[src/rtl/div_pkg.sv]
// Shared types and default widths for the sequential restoring divider family.
package div_pkg;

  localparam int DIV_DW = 16;
  localparam int DIV_VW = 8;
  localparam int DIV_CW = $clog2(DIV_DW);

  typedef enum logic [1:0] {
    IDLE = 2'd0,
    CALC = 2'd1,
    DONE = 2'd2
  } state_t;

endpackage

[src/rtl/div_step.sv]
// One restoring-division iteration: shift in the next dividend bit, trial-subtract the divisor.
// Purely combinational; the partial remainder is VW+1 bits so the shifted value never overflows.
module div_step #(
  parameter int VW = 8
) (
  input  logic [VW:0]   r_i,
  input  logic          bit_i,
  input  logic [VW-1:0] divisor_i,
  output logic [VW:0]   r_next_o,
  output logic          qbit_o
);

  logic [VW+1:0] r_sh;
  logic [VW+1:0] dvs_ext;

  assign r_sh     = {r_i, bit_i};
  assign dvs_ext  = {2'b00, divisor_i};
  assign qbit_o   = (r_sh >= dvs_ext);
  assign r_next_o = qbit_o ? (VW+1)'(r_sh - dvs_ext) : r_sh[VW:0];

endmodule

[src/rtl/seq_restoring_divider_16_8.sv]
// Sequential unsigned restoring divider, one quotient bit per cycle, MSB first.
// Accept -> result after DW-SKIP cycles (next cycle on divide-by-zero); result held until out_ready.
module seq_restoring_divider_16_8
  import div_pkg::*;
#(
  parameter int DW   = DIV_DW,
  parameter int VW   = DIV_VW,
  parameter int SKIP = 0
) (
  input  logic          clk,
  input  logic          rst_n,
  input  logic          in_valid,
  output logic          in_ready,
  input  logic [DW-1:0] dividend,
  input  logic [VW-1:0] divisor,
  output logic          out_valid,
  input  logic          out_ready,
  output logic [DW-1:0] quotient,
  output logic [VW-1:0] remainder,
  output logic          div_by_zero
);

  localparam int CW = $clog2(DW);
  localparam logic [CW-1:0] LAST = CW'(DW - SKIP - 1);

  state_t        state_q;
  logic [CW-1:0] cnt_q;
  logic [DW-1:0] dvd_q;
  logic [VW-1:0] dvs_q;
  logic [VW:0]   r_q;
  logic [DW-1:0] quot_q;
  logic [VW-1:0] rem_q;
  logic          dbz_q;

  logic [VW:0]   r_d;
  logic          qbit_d;
  logic [DW-1:0] quot_d;

  div_step #(.VW(VW)) u_step (
    .r_i       (r_q),
    .bit_i     (dvd_q[DW-1]),
    .divisor_i (dvs_q),
    .r_next_o  (r_d),
    .qbit_o    (qbit_d)
  );

  // Quotient bits enter at the LSB; the final shift realigns them when SKIP iterations are dropped.
  assign quot_d = {quot_q[DW-2:0], qbit_d};

  always_ff @(posedge clk or negedge rst_n) begin
    if (!rst_n) begin
      state_q <= IDLE;
      cnt_q   <= '0;
      dvd_q   <= '0;
      dvs_q   <= '0;
      r_q     <= '0;
      quot_q  <= '0;
      rem_q   <= '0;
      dbz_q   <= 1'b0;
    end else begin
      case (state_q)
        IDLE: begin
          if (in_valid) begin
            dvd_q <= dividend;
            dvs_q <= divisor;
            r_q   <= '0;
            cnt_q <= '0;
            if (divisor == '0) begin
              quot_q  <= '1;
              rem_q   <= dividend[VW-1:0];
              dbz_q   <= 1'b1;
              state_q <= DONE;
            end else begin
              quot_q  <= '0;
              dbz_q   <= 1'b0;
              state_q <= CALC;
            end
          end
        end
        CALC: begin
          r_q   <= r_d;
          dvd_q <= {dvd_q[DW-2:0], 1'b0};
          cnt_q <= cnt_q + CW'(1);
          if (cnt_q == LAST) begin
            quot_q  <= quot_d << SKIP;
            rem_q   <= r_d[VW-1:0];
            state_q <= DONE;
          end else begin
            quot_q  <= quot_d;
          end
        end
        DONE: begin
          if (out_ready) state_q <= IDLE;
        end
        default: state_q <= IDLE;
      endcase
    end
  end

  assign in_ready    = (state_q == IDLE);
  assign out_valid   = (state_q == DONE);
  assign quotient    = quot_q;
  assign remainder   = rem_q;
  assign div_by_zero = dbz_q;

endmodule

[config.mk]
export PLATFORM = sky130hd
export DESIGN_NAME = seq_restoring_divider_16_8
export DESIGN_NICKNAME = d
export VERILOG_FILES = /design/src/rtl/div_pkg.sv /design/src/rtl/div_step.sv /design/src/rtl/seq_restoring_divider_16_8.sv
export SDC_FILE = /design/constraint.sdc
export NUM_CORES = 1
export LEC_CHECK = 0
export BUFFER_PORTS_ARGS = -buffer_cell sky130_fd_sc_hd__clkbuf_2
export CAP_MARGIN = 20
export CORE_UTILIZATION = 29
export CTS_CLUSTER_DIAMETER = 50
export DETAILED_ROUTE_END_ITERATION = 6
export HOLD_SLACK_MARGIN = 0.12
export PLACE_DENSITY_LB_ADDON = 0.05
export SLEW_MARGIN = 20
export SYNTH_ARGS = -nofsm -noshare
export SYNTH_HDL_FRONTEND = slang
export SYNTH_SLANG_ARGS = --single-unit
[constraint.sdc]
create_clock -name clk -period 3.74 [get_ports clk]
set_clock_uncertainty 0.15 [all_clocks]
set_input_delay 0.935 -clock clk [delete_from_list [all_inputs] [get_ports clk]]
set_output_delay 0.935 -clock clk [all_outputs]
set_load 0.01 [all_outputs]
==> results of run 1 <==
[cells in the final DEF (no fill, tap or decap), types with 3 or more instances in the layout]
master      n
a21oi_1     9
nor2_1     22
nand3b_1    3
inv_1      12
a32oi_1     4
o21ai_1     3
buf_4       5
dfrtp_1    64
clkbuf_2   53
a31oi_1     6
o21ai_0    19
nand2_1    86
mux2i_1     3
a2bb2oi_1   4
a22oi_1    11
nor3_1      5
ha_1        9
nand4_1     4
nand3_1    47
clkbuf_16   9
nor2b_1     5
xor2_1      4
[metal layers]
metal	track usage, %	vias to the layer above	share of wire, %	routed length (um)
li1	-	1448	-	-
met5	0	-	0	0
met1	23.38	1398	49	4620
met4	7.049	0	1.8	166
met2	24.93	51	45	4214
met3	3.527	13	3.8	354
[cell type report]
class	instances	share of cell area, %
multi-input combinational	281	39.91
inverter	12	1.084
tap	143	4.307
sequential	64	38.55
clock inverter	5	1.928
timing repair buffer	61	8.374
clock buffer	11	5.843
[how the worst max path moves through the flow]
stage	startpoint	to	depth (start not counted)
after global placement	divisor[3]	remainder[2]$_DFFE_PN0P_	6
after detailed placement	divisor[3]	remainder[2]$_DFFE_PN0P_	6
after floorplan	dvd_q[15]$_DFFE_PN0P_	remainder[7]$_DFFE_PN0P_	10
after global routing	dvd_q[15]$_DFFE_PN0P_	remainder[2]$_DFFE_PN0P_	9
final	dvd_q[15]$_DFFE_PN0P_	remainder[7]$_DFFE_PN0P_	9
after CTS	dvd_q[15]$_DFFE_PN0P_	remainder[2]$_DFFE_PN0P_	9
[flip-flops by register name, indices dropped and copies added (netlist names)]
name,flops
dvs_q,8
state_q,2
r_q,9
quotient,16
remainder,8
dvd_q,16
cnt_q,4
div_by_zero,1
[logic make-up after synthesis]
family	share of synthesized area [%]
buffers and inverters	4.560
AOI/OAI and AO/OA	16.62
adders and majority gates	3.899
DFF	47.08
muxes	0.8827
xor gates and xnor gates	1.545
and+or+nand+nor	25.41
[stage by stage]
step,setup slack [ns],instances,instance area (um2)
finish,1.050,577,4154
global route,0.8789,577,4154
CTS,1.030,577,4154
detailed placement,0.9181,561,3831
global placement,0.9777,561,3831
floorplan,1.211,382,3402
[power by group through the flow]
stage | sequential [W] | clock [W] | combinational [W]
2_1_floorplan | 0.00126 | 0 | 0.00163
3_3_place_gp | 0.00130 | 0 | 0.00225
3_5_place_dp | 0.00130 | 0 | 0.00225
4_1_cts | 0.00129 | 0.000943 | 0.00226
5_1_grt | 0.00132 | 0.000974 | 0.00253
6_report | 0.00128 | 0.000921 | 0.00222
[worst register-to-register path, stage by stage (launching register included)]
cell and delay [ns]:
dfrtp_1 0.36, inv_1 0.09, ha_1 0.20, inv_1 0.06, fa_1 0.41, nand3_2 0.14, a31oi_4 0.12, or4_4 0.58
o41ai_2 0.34, a21oi_1 0.08
==> flow_summary.json, run 1 <==
{
  "outcome": "finished clean",
  "crit_family": "simple AND/OR/NAND/NOR gates",
  "die_width_um": 110.3,
  "yosys.area.top_type": "dfrtp_1",
  "drtIter0Drc": 130,
  "setup_violations": 0,
  "grt_max_degree": 40,
  "r2r-end": "remainder[7]$_DFFE_PN0P_",
  "crit_chain": "inv_1 > ha_1 > inv_1 > fa_1 > nand3_2 > a31oi_4 > or4_4 > o41ai_2 > a21oi_1",
  "ys_ff_latch": 64,
  "slew_violations": 0,
  "power_frac_comb_pct": 50.3,
  "postCtsSetupBuffers": 0,
  "yosysWarnings": 0,
  "rows": 39,
  "critPathBufInv": 2,
  "wire_per_inst_um": 16.21,
  "multi_input_comb_area_um2": 1658,
  "crit_slowest_cell": "or4_4",
  "crit_top_cell": "inv_1",
  "pwr-share-seq_pct": 28.9,
  "rrSetupSlack_ns": 1.05,
  "worstSkewPairLatency_ns": 0.34,
  "synth_edf_count": 0,
  "worst_pin_slew_ns": 0.6921,
  "min_to": "dvd_q[11]$_DFFE_PN0P_",
  "ir_drop_v": 0.0003720,
  "fillers": 1209,
  "grt_pass1_wl_um": 14810,
  "postCtsResizedCells": 0,
  "numPortBuffers": 54,
  "gp_congestion": 0.7567,
  "grt_pass1_vias": 2709,
  "path_class": "flop to flop",
  "hold_start": "dvd_q[11]$_DFFE_PN0P_",
  "synth-main-ff-cell": "dfrtp_1",
  "r2r_start": "dvd_q[15]$_DFFE_PN0P_",
  "min_path_cells": 2,
  "seq_area_um2": 1602,
  "holdWs_ns": 0.3229,
  "synth_area_um2": 3402,
  "drc": 0,
  "p_leak_nw": 1.985,
  "synth_area_leaders": "dfrtp_1, nand2_1, nand3_1",
  "initial_utilization_pct": 29.79,
  "synth_top_area_share_pct": 47.08,
  "r2r.worst_path.cells": 9,
  "cts.clk_slew.worst_paths_ns": 0.06,
  "utilization_pct": 36.38,
  "relSlewSlack_pct": 53.86,
  "drive_gt1_share_pct": 20.05,
  "io_pins": 55,
  "grtUsageTotal_pct": 16.74,
  "dp_hpwl_um": 6471,
  "required_ns": 3.78,
  "cpPeakStageDelay_ns": 0.58,
  "cp-end-kind": "flop",
  "layout.nets": 467,
  "power_per_cell_area_nw_per_um2": 1065,
  "syn_area_per_cell_um2": 8.906,
  "ys_async_sr_fraction_pct": 100.0,
  "cts_tree": "done",
  "ctsHoldBuffers": 0,
  "dr.pass1.iters": 4,
  "n_antenna_cell": 0,
  "switching_share_pct": 43.53,
  "cts_sinks": 64,
  "overflow": 0,
  "cts_buffers": 9,
  "cts-htree-levels": 3,
  "ys_types": 52,
  "pwr-share-clk_pct": 20.8,
  "rsz0062_at_grt": "no",
  "period_minus_slack_ns": 2.690,
  "maxCapViolCount": 0,
  "antenna_found_initial": 0,
  "p_switching_w": 0.001925,
  "design_power_total_w": 0.004423,
  "cp-start-kind": "flop",
  "synth_most_common_cell": "nand2_1",
  "fin_crit_sh_pct": 71.92,
  "drt-vias-per-instance": 5.043,
  "finalHoldViolCount": 0,
  "ys_top_cells_by_count": "nand2_1, dfrtp_1, nand3_1",
  "cts-root-buf": "clkbuf_16",
  "cts.path.max_buffers": 2,
  "core-area_um2": 11420,
  "ant_nets": 0,
  "arrival_ns": 2.73,
  "fp.dieH_um": 110.3,
  "tns_ns": 0,
  "area_growth_pct": 22.10,
  "routed_wl_um": 9355,
  "worstHoldPathType": "flop to flop",
  "internal-power_w": 0.002498,
  "critPathMaxFanout": 8,
  "route.vias.total": 2910,
  "die_area_um2": 12170,
  "syn_inst": 382,
  "synth_seq_area_share_pct": 47.08,
  "clock.fmax_mhz": 371.8,
  "synth.net_count": 420
}
No activity file was read; power rests on OpenSTA's default activity.
==> inputs of run 2 (changes only) <==
==> constraint.sdc (replaced) <==
create_clock -name clk -period 2.58 [get_ports clk]
set_clock_uncertainty 0.15 [all_clocks]
set_input_delay 0.645 -clock clk [delete_from_list [all_inputs] [get_ports clk]]
set_output_delay 0.645 -clock clk [all_outputs]
set_load 0.01 [all_outputs]
==> flow_summary.json, run 2 (synthesized netlist as in run 1, its figures left out) <==
{
  "setup_violations": 0,
  "wire_per_inst_um": 15.85,
  "period_minus_slack_ns": 2.484,
  "worstHoldPathType": "input port to async pin",
  "power_per_cell_area_nw_per_um2": 1533,
  "antenna_found_initial": 0,
  "worstSkewPairLatency_ns": 0.33,
  "finalHoldViolCount": 0,
  "fin_crit_sh_pct": 96.26,
  "drive_gt1_share_pct": 23.56,
  "worst_pin_slew_ns": 0.6747,
  "fp.dieH_um": 110.3,
  "n_antenna_cell": 0,
  "rsz0062_at_grt": "no",
  "relSlewSlack_pct": 55.02,
  "ir_drop_v": 0.0004310,
  "tns_ns": 0,
  "worstSetupEndpoint": "remainder[7]$_DFFE_PN0P_",
  "design_power_total_w": 0.006506,
  "r2r-end": "remainder[7]$_DFFE_PN0P_",
  "die_area_um2": 12170,
  "drtIter0Drc": 140,
  "cp-end-kind": "flop",
  "path_class": "flop to flop",
  "cp-startpoint": "dvd_q[15]$_DFFE_PN0P_",
  "ctsHoldBuffers": 0,
  "route.vias.total": 2957,
  "p_leak_nw": 2.046,
  "overflow": 0,
  "cts.path.max_buffers": 2,
  "cts-htree-levels": 3,
  "required_ns": 2.63,
  "dr.pass1.iters": 4,
  "io_pins": 55,
  "critPathMaxFanout": 5,
  "drt-vias-per-instance": 4.987,
  "crit_cells": 9,
  "clock.fmax_mhz": 402.7,
  "cts.clk_slew.worst_paths_ns": 0.06,
  "rrSetupSlack_ns": 0.1,
  "cts_sinks": 64,
  "numPortBuffers": 54,
  "die_width_um": 110.3,
  "cts_tree": "done",
  "final_common_cell": "nand2_1",
  "cpPeakStageDelay_ns": 0.60,
  "area_growth_pct": 24.75,
  "critPathBufInv": 2,
  "grt_pass1_vias": 2905,
  "crit_slowest_cell": "or4_4",
  "drc": 0,
  "crit_chain": "inv_2 > ha_4 > inv_1 > fa_2 > nand3_2 > a31oi_4 > or4_4 > o41ai_2 > a21oi_1",
  "cts-root-buf": "clkbuf_16",
  "maxCapViolCount": 0,
  "rows": 39,
  "core-area_um2": 11420,
  "r2r.worst_path.cells": 9,
  "crit_family": "simple AND/OR/NAND/NOR gates",
  "initial_utilization_pct": 29.79,
  "dp_hpwl_um": 6750,
  "cp-start-kind": "flop",
  "cts_buffers": 9,
  "grtUsageTotal_pct": 17.00,
  "ant_nets": 0,
  "grt_pass1_wl_um": 15290,
  "most-common-layout-cells": "nand2_1, dfrtp_1, clkbuf_2, nand3_1",
  "arrival_ns": 2.53,
  "grt_max_degree": 65,
  "slew_violations": 0,
  "layout.nets": 483,
  "gp_congestion": 0.8179,
  "r2r_start": "dvd_q[15]$_DFFE_PN0P_",
  "outcome": "finished clean",
  "routed_wl_um": 9398
}
## run 2: report_power, final
part / internal (W) / switching, W / total (W)
Sequential: 0.00149 / 0.000372 / 0.00186
Clock: 0.000742 / 0.000446 / 0.00119
Combinational: 0.00145 / 0.00201 / 0.00346
## run 2: stage by stage
stage          instance area [um2]  cells  utilization, %  hold WS [ns]  setup WS, ns
2_1_floorplan                 3402    382               -        0.1994       0.05083
4_1_cts                       4223    592           36.98        0.1948      0.001926
3_5_place_dp                  3931    576           34.43        0.3137      0.008820
3_3_place_gp                  3931    576           34.43        0.3102       0.06044
6_report                      4244    593           37.17        0.1588       0.09646
5_1_grt                       4244    593           37.17        0.2228      0.002501
## run 2: layer usage
| layer | GRT usage, % | wire length (um) | vias up |
|---|---|---|---|
| met5 | 0 | 0 | - |
| met4 | 7.237 | 165 | 0 |
| met3 | 3.645 | 301 | 14 |
| met2 | 26.53 | 4326 | 49 |
| met1 | 22.68 | 4604 | 1413 |
| li1 | - | - | 1481 |
## run 2: repair_timing
| action | CTS | global route |
|---|---|---|
| endpoints found under the hold margin | 0 | 0 |
| endpoints found under the setup margin | 1 | 9 |
| resized for setup | 1 | 4 |
| buffers inserted | 0 | 1 |
| pin swaps | 0 | 2 |
## run 2: cell type report
class | count | area [um2]
Fill cell | 1202 | 7174
Multi-Input combinational cell | 281 | 1674
Sequential cell | 64 | 1602
Clock inverter | 6 | 60.06
Clock buffer | 10 | 229.0
Tap cell | 143 | 178.9
Inverter | 12 | 45.04
Timing Repair Buffer | 77 | 455.4
## run 2: how the worst min path moves through the flow
| stage | start | end | slack [ns] | cells after the start |
|---|---|---|---|---|
| after floorplan | rst_n | cnt_q[0]$_DFFE_PN0P_ | 0.20 | 0 |
| after global placement | dvd_q[1]$_DFFE_PN0P_ | dvd_q[1]$_DFFE_PN0P_ | 0.31 | 2 |
| after detailed placement | dvd_q[3]$_DFFE_PN0P_ | dvd_q[3]$_DFFE_PN0P_ | 0.31 | 2 |
| after CTS | rst_n | dvs_q[5]$_DFFE_PN0P_ | 0.19 | 2 |
| after global routing | rst_n | dvs_q[1]$_DFFE_PN0P_ | 0.22 | 2 |
| final | rst_n | remainder[3]$_DFFE_PN0P_ | 0.16 | 2 |
==> inputs of run 3 (changes only) <==
--- a/config.mk
+++ b/config.mk
@@ -11,6 +11,7 @@
 export CTS_CLUSTER_DIAMETER = 50
 export DETAILED_ROUTE_END_ITERATION = 6
 export HOLD_SLACK_MARGIN = 0.12
+export MAX_ROUTING_LAYER = met4
 export PLACE_DENSITY_LB_ADDON = 0.05
 export SLEW_MARGIN = 20
 export SYNTH_ARGS = -nofsm -noshare
==> flow_summary.json, run 3 (synthesized netlist as in run 1, its figures left out) <==
{
  "maxCapViolCount": 0,
  "finalHoldViolCount": 0,
  "ir_drop_v": 0.0004315,
  "final_common_cell": "nand2_1",
  "top_layer": "met4",
  "critPathMaxFanout": 5,
  "die_area_um2": 12170,
  "met1Wirelength_um": 4638,
  "io_pins": 55,
  "tns_ns": 0,
  "grtUsageTotal_pct": 17.49,
  "power_per_cell_area_nw_per_um2": 1535,
  "pre_cts_ws_ns": 0.008820,
  "setup_violations": 0,
  "die_width_um": 110.3,
  "grt_pass1_vias": 2915,
  "p_leak_nw": 2.046,
  "slew_violations": 0,
  "drive_gt1_share_pct": 23.56,
  "design_power_total_w": 0.006513,
  "area_growth_pct": 24.75,
  "clock.fmax_mhz": 402.7,
  "cts.clk_slew.worst_paths_ns": 0.06,
  "gp_congestion": 0.8300,
  "rsz0062_at_grt": "no",
  "cts-htree-levels": 3,
  "final.setup.worst_slack_ns": 0.09701,
  "most-common-layout-cells": "nand2_1, dfrtp_1, clkbuf_2, nand3_1",
  "antenna_found_initial": 0,
  "relSlewSlack_pct": 54.97,
  "cts_sinks": 64,
  "seq_area_um2": 1602,
  "ctsHoldBuffers": 0,
  "overflow": 0,
  "route.vias.total": 2943,
  "drtIter0Drc": 150,
  "arrival_ns": 2.53,
  "worstHoldPathType": "input port to async pin",
  "wl_met3_um": 280,
  "worstSkewPairLatency_ns": 0.33,
  "rows": 39,
  "multi_input_comb_area_um2": 1674,
  "cts-root-buf": "clkbuf_16",
  "period_minus_slack_ns": 2.483,
  "cts_tree": "done",
  "ant_nets": 0,
  "initial_utilization_pct": 29.79,
  "grt_max_degree": 65,
  "worst_pin_slew_ns": 0.6754,
  "fin_crit_sh_pct": 96.24,
  "outcome": "finished clean",
  "drt-vias-per-instance": 4.963,
  "required_ns": 2.63,
  "cts.path.max_buffers": 2,
  "dp_hpwl_um": 6750,
  "path_class": "flop to flop",
  "grt_pass1_wl_um": 15300,
  "fillers": 1202,
  "wire_per_inst_um": 15.87,
  "dr.pass1.iters": 4,
  "dr_wl_met2_um": 4311,
  "routed_wl_um": 9409,
  "core-area_um2": 11420,
  "cp-end-kind": "flop",
  "n_antenna_cell": 0,
  "drc": 0,
  "cts_buffers": 9,
  "numPortBuffers": 54,
  "layout.nets": 483,
  "cp-start-kind": "flop",
  "fp.dieH_um": 110.3
}
## run 3: cell counts in the layout (fill, tap and decap cells not counted)
No cell type changed its count.
## run 3: cell type report
type	count	area share, %
Inverter	12	1.061
Multi-Input combinational cell	281	39.45
Sequential cell	64	37.74
Clock inverter	6	1.415
Clock buffer	10	5.395
Timing Repair Buffer	77	10.73
Tap cell	143	4.216
## run 3: through the flow
stage          hold WS (ns)  area [um2]  instances  util, %
2_1_floorplan        0.1994        3402        382        -
3_3_place_gp         0.3102        3931        576    34.43
3_5_place_dp         0.3137        3931        576    34.43
4_1_cts              0.1948        4223        592    36.98
5_1_grt              0.2228        4244        593    37.17
6_report             0.1564        4244        593    37.17
## run 3: path summary, 6_finish.rpt
path	to	slack, ns	from	cells past startpoint
max	remainder[7]$_DFFE_PN0P_	0.1	dvd_q[15]$_DFFE_PN0P_	9
min	remainder[3]$_DFFE_PN0P_	0.16	rst_n	2
max reg2reg	remainder[7]$_DFFE_PN0P_	0.1	dvd_q[15]$_DFFE_PN0P_	9
min reg2reg	dvd_q[3]$_DFFE_PN0P_	0.32	dvd_q[3]$_DFFE_PN0P_	2
max in group asynchronous	dvs_q[1]$_DFFE_PN0P_	1.79	rst_n	2
min in group clk	dvd_q[3]$_DFFE_PN0P_	0.32	dvd_q[3]$_DFFE_PN0P_	2
## run 3: what timing repair did
item | CTS | global route
hold endpoints to repair | 0 | 0
endpoints found under the setup margin | 1 | 9
pin swaps | 0 | 2
buffers inserted | 0 | 1
resized for setup | 1 | 4
## run 3: per-layer routing
metal  track usage (%)  vias up
li1                  -     1477
met1             22.79     1400
met2             26.57       50
met3             3.410       16
met4             7.237        0
met5                 -        -
## run 3: power breakdown
group | switching, W | internal [W]
Combinational | 0.00201 | 0.00145
Sequential | 0.000373 | 0.00149
Clock | 0.000450 | 0.000742
Total | 0.00283 | 0.00368
## run 3: worst max-delay path, cell delays in order (launching register included)
cell and delay [ns]:
dfrtp_1 0.37, inv_2 0.07, ha_4 0.14, inv_1 0.05, fa_2 0.35, nand3_2 0.10, a31oi_4 0.11, or4_4 0.60
o41ai_2 0.32, a21oi_1 0.07
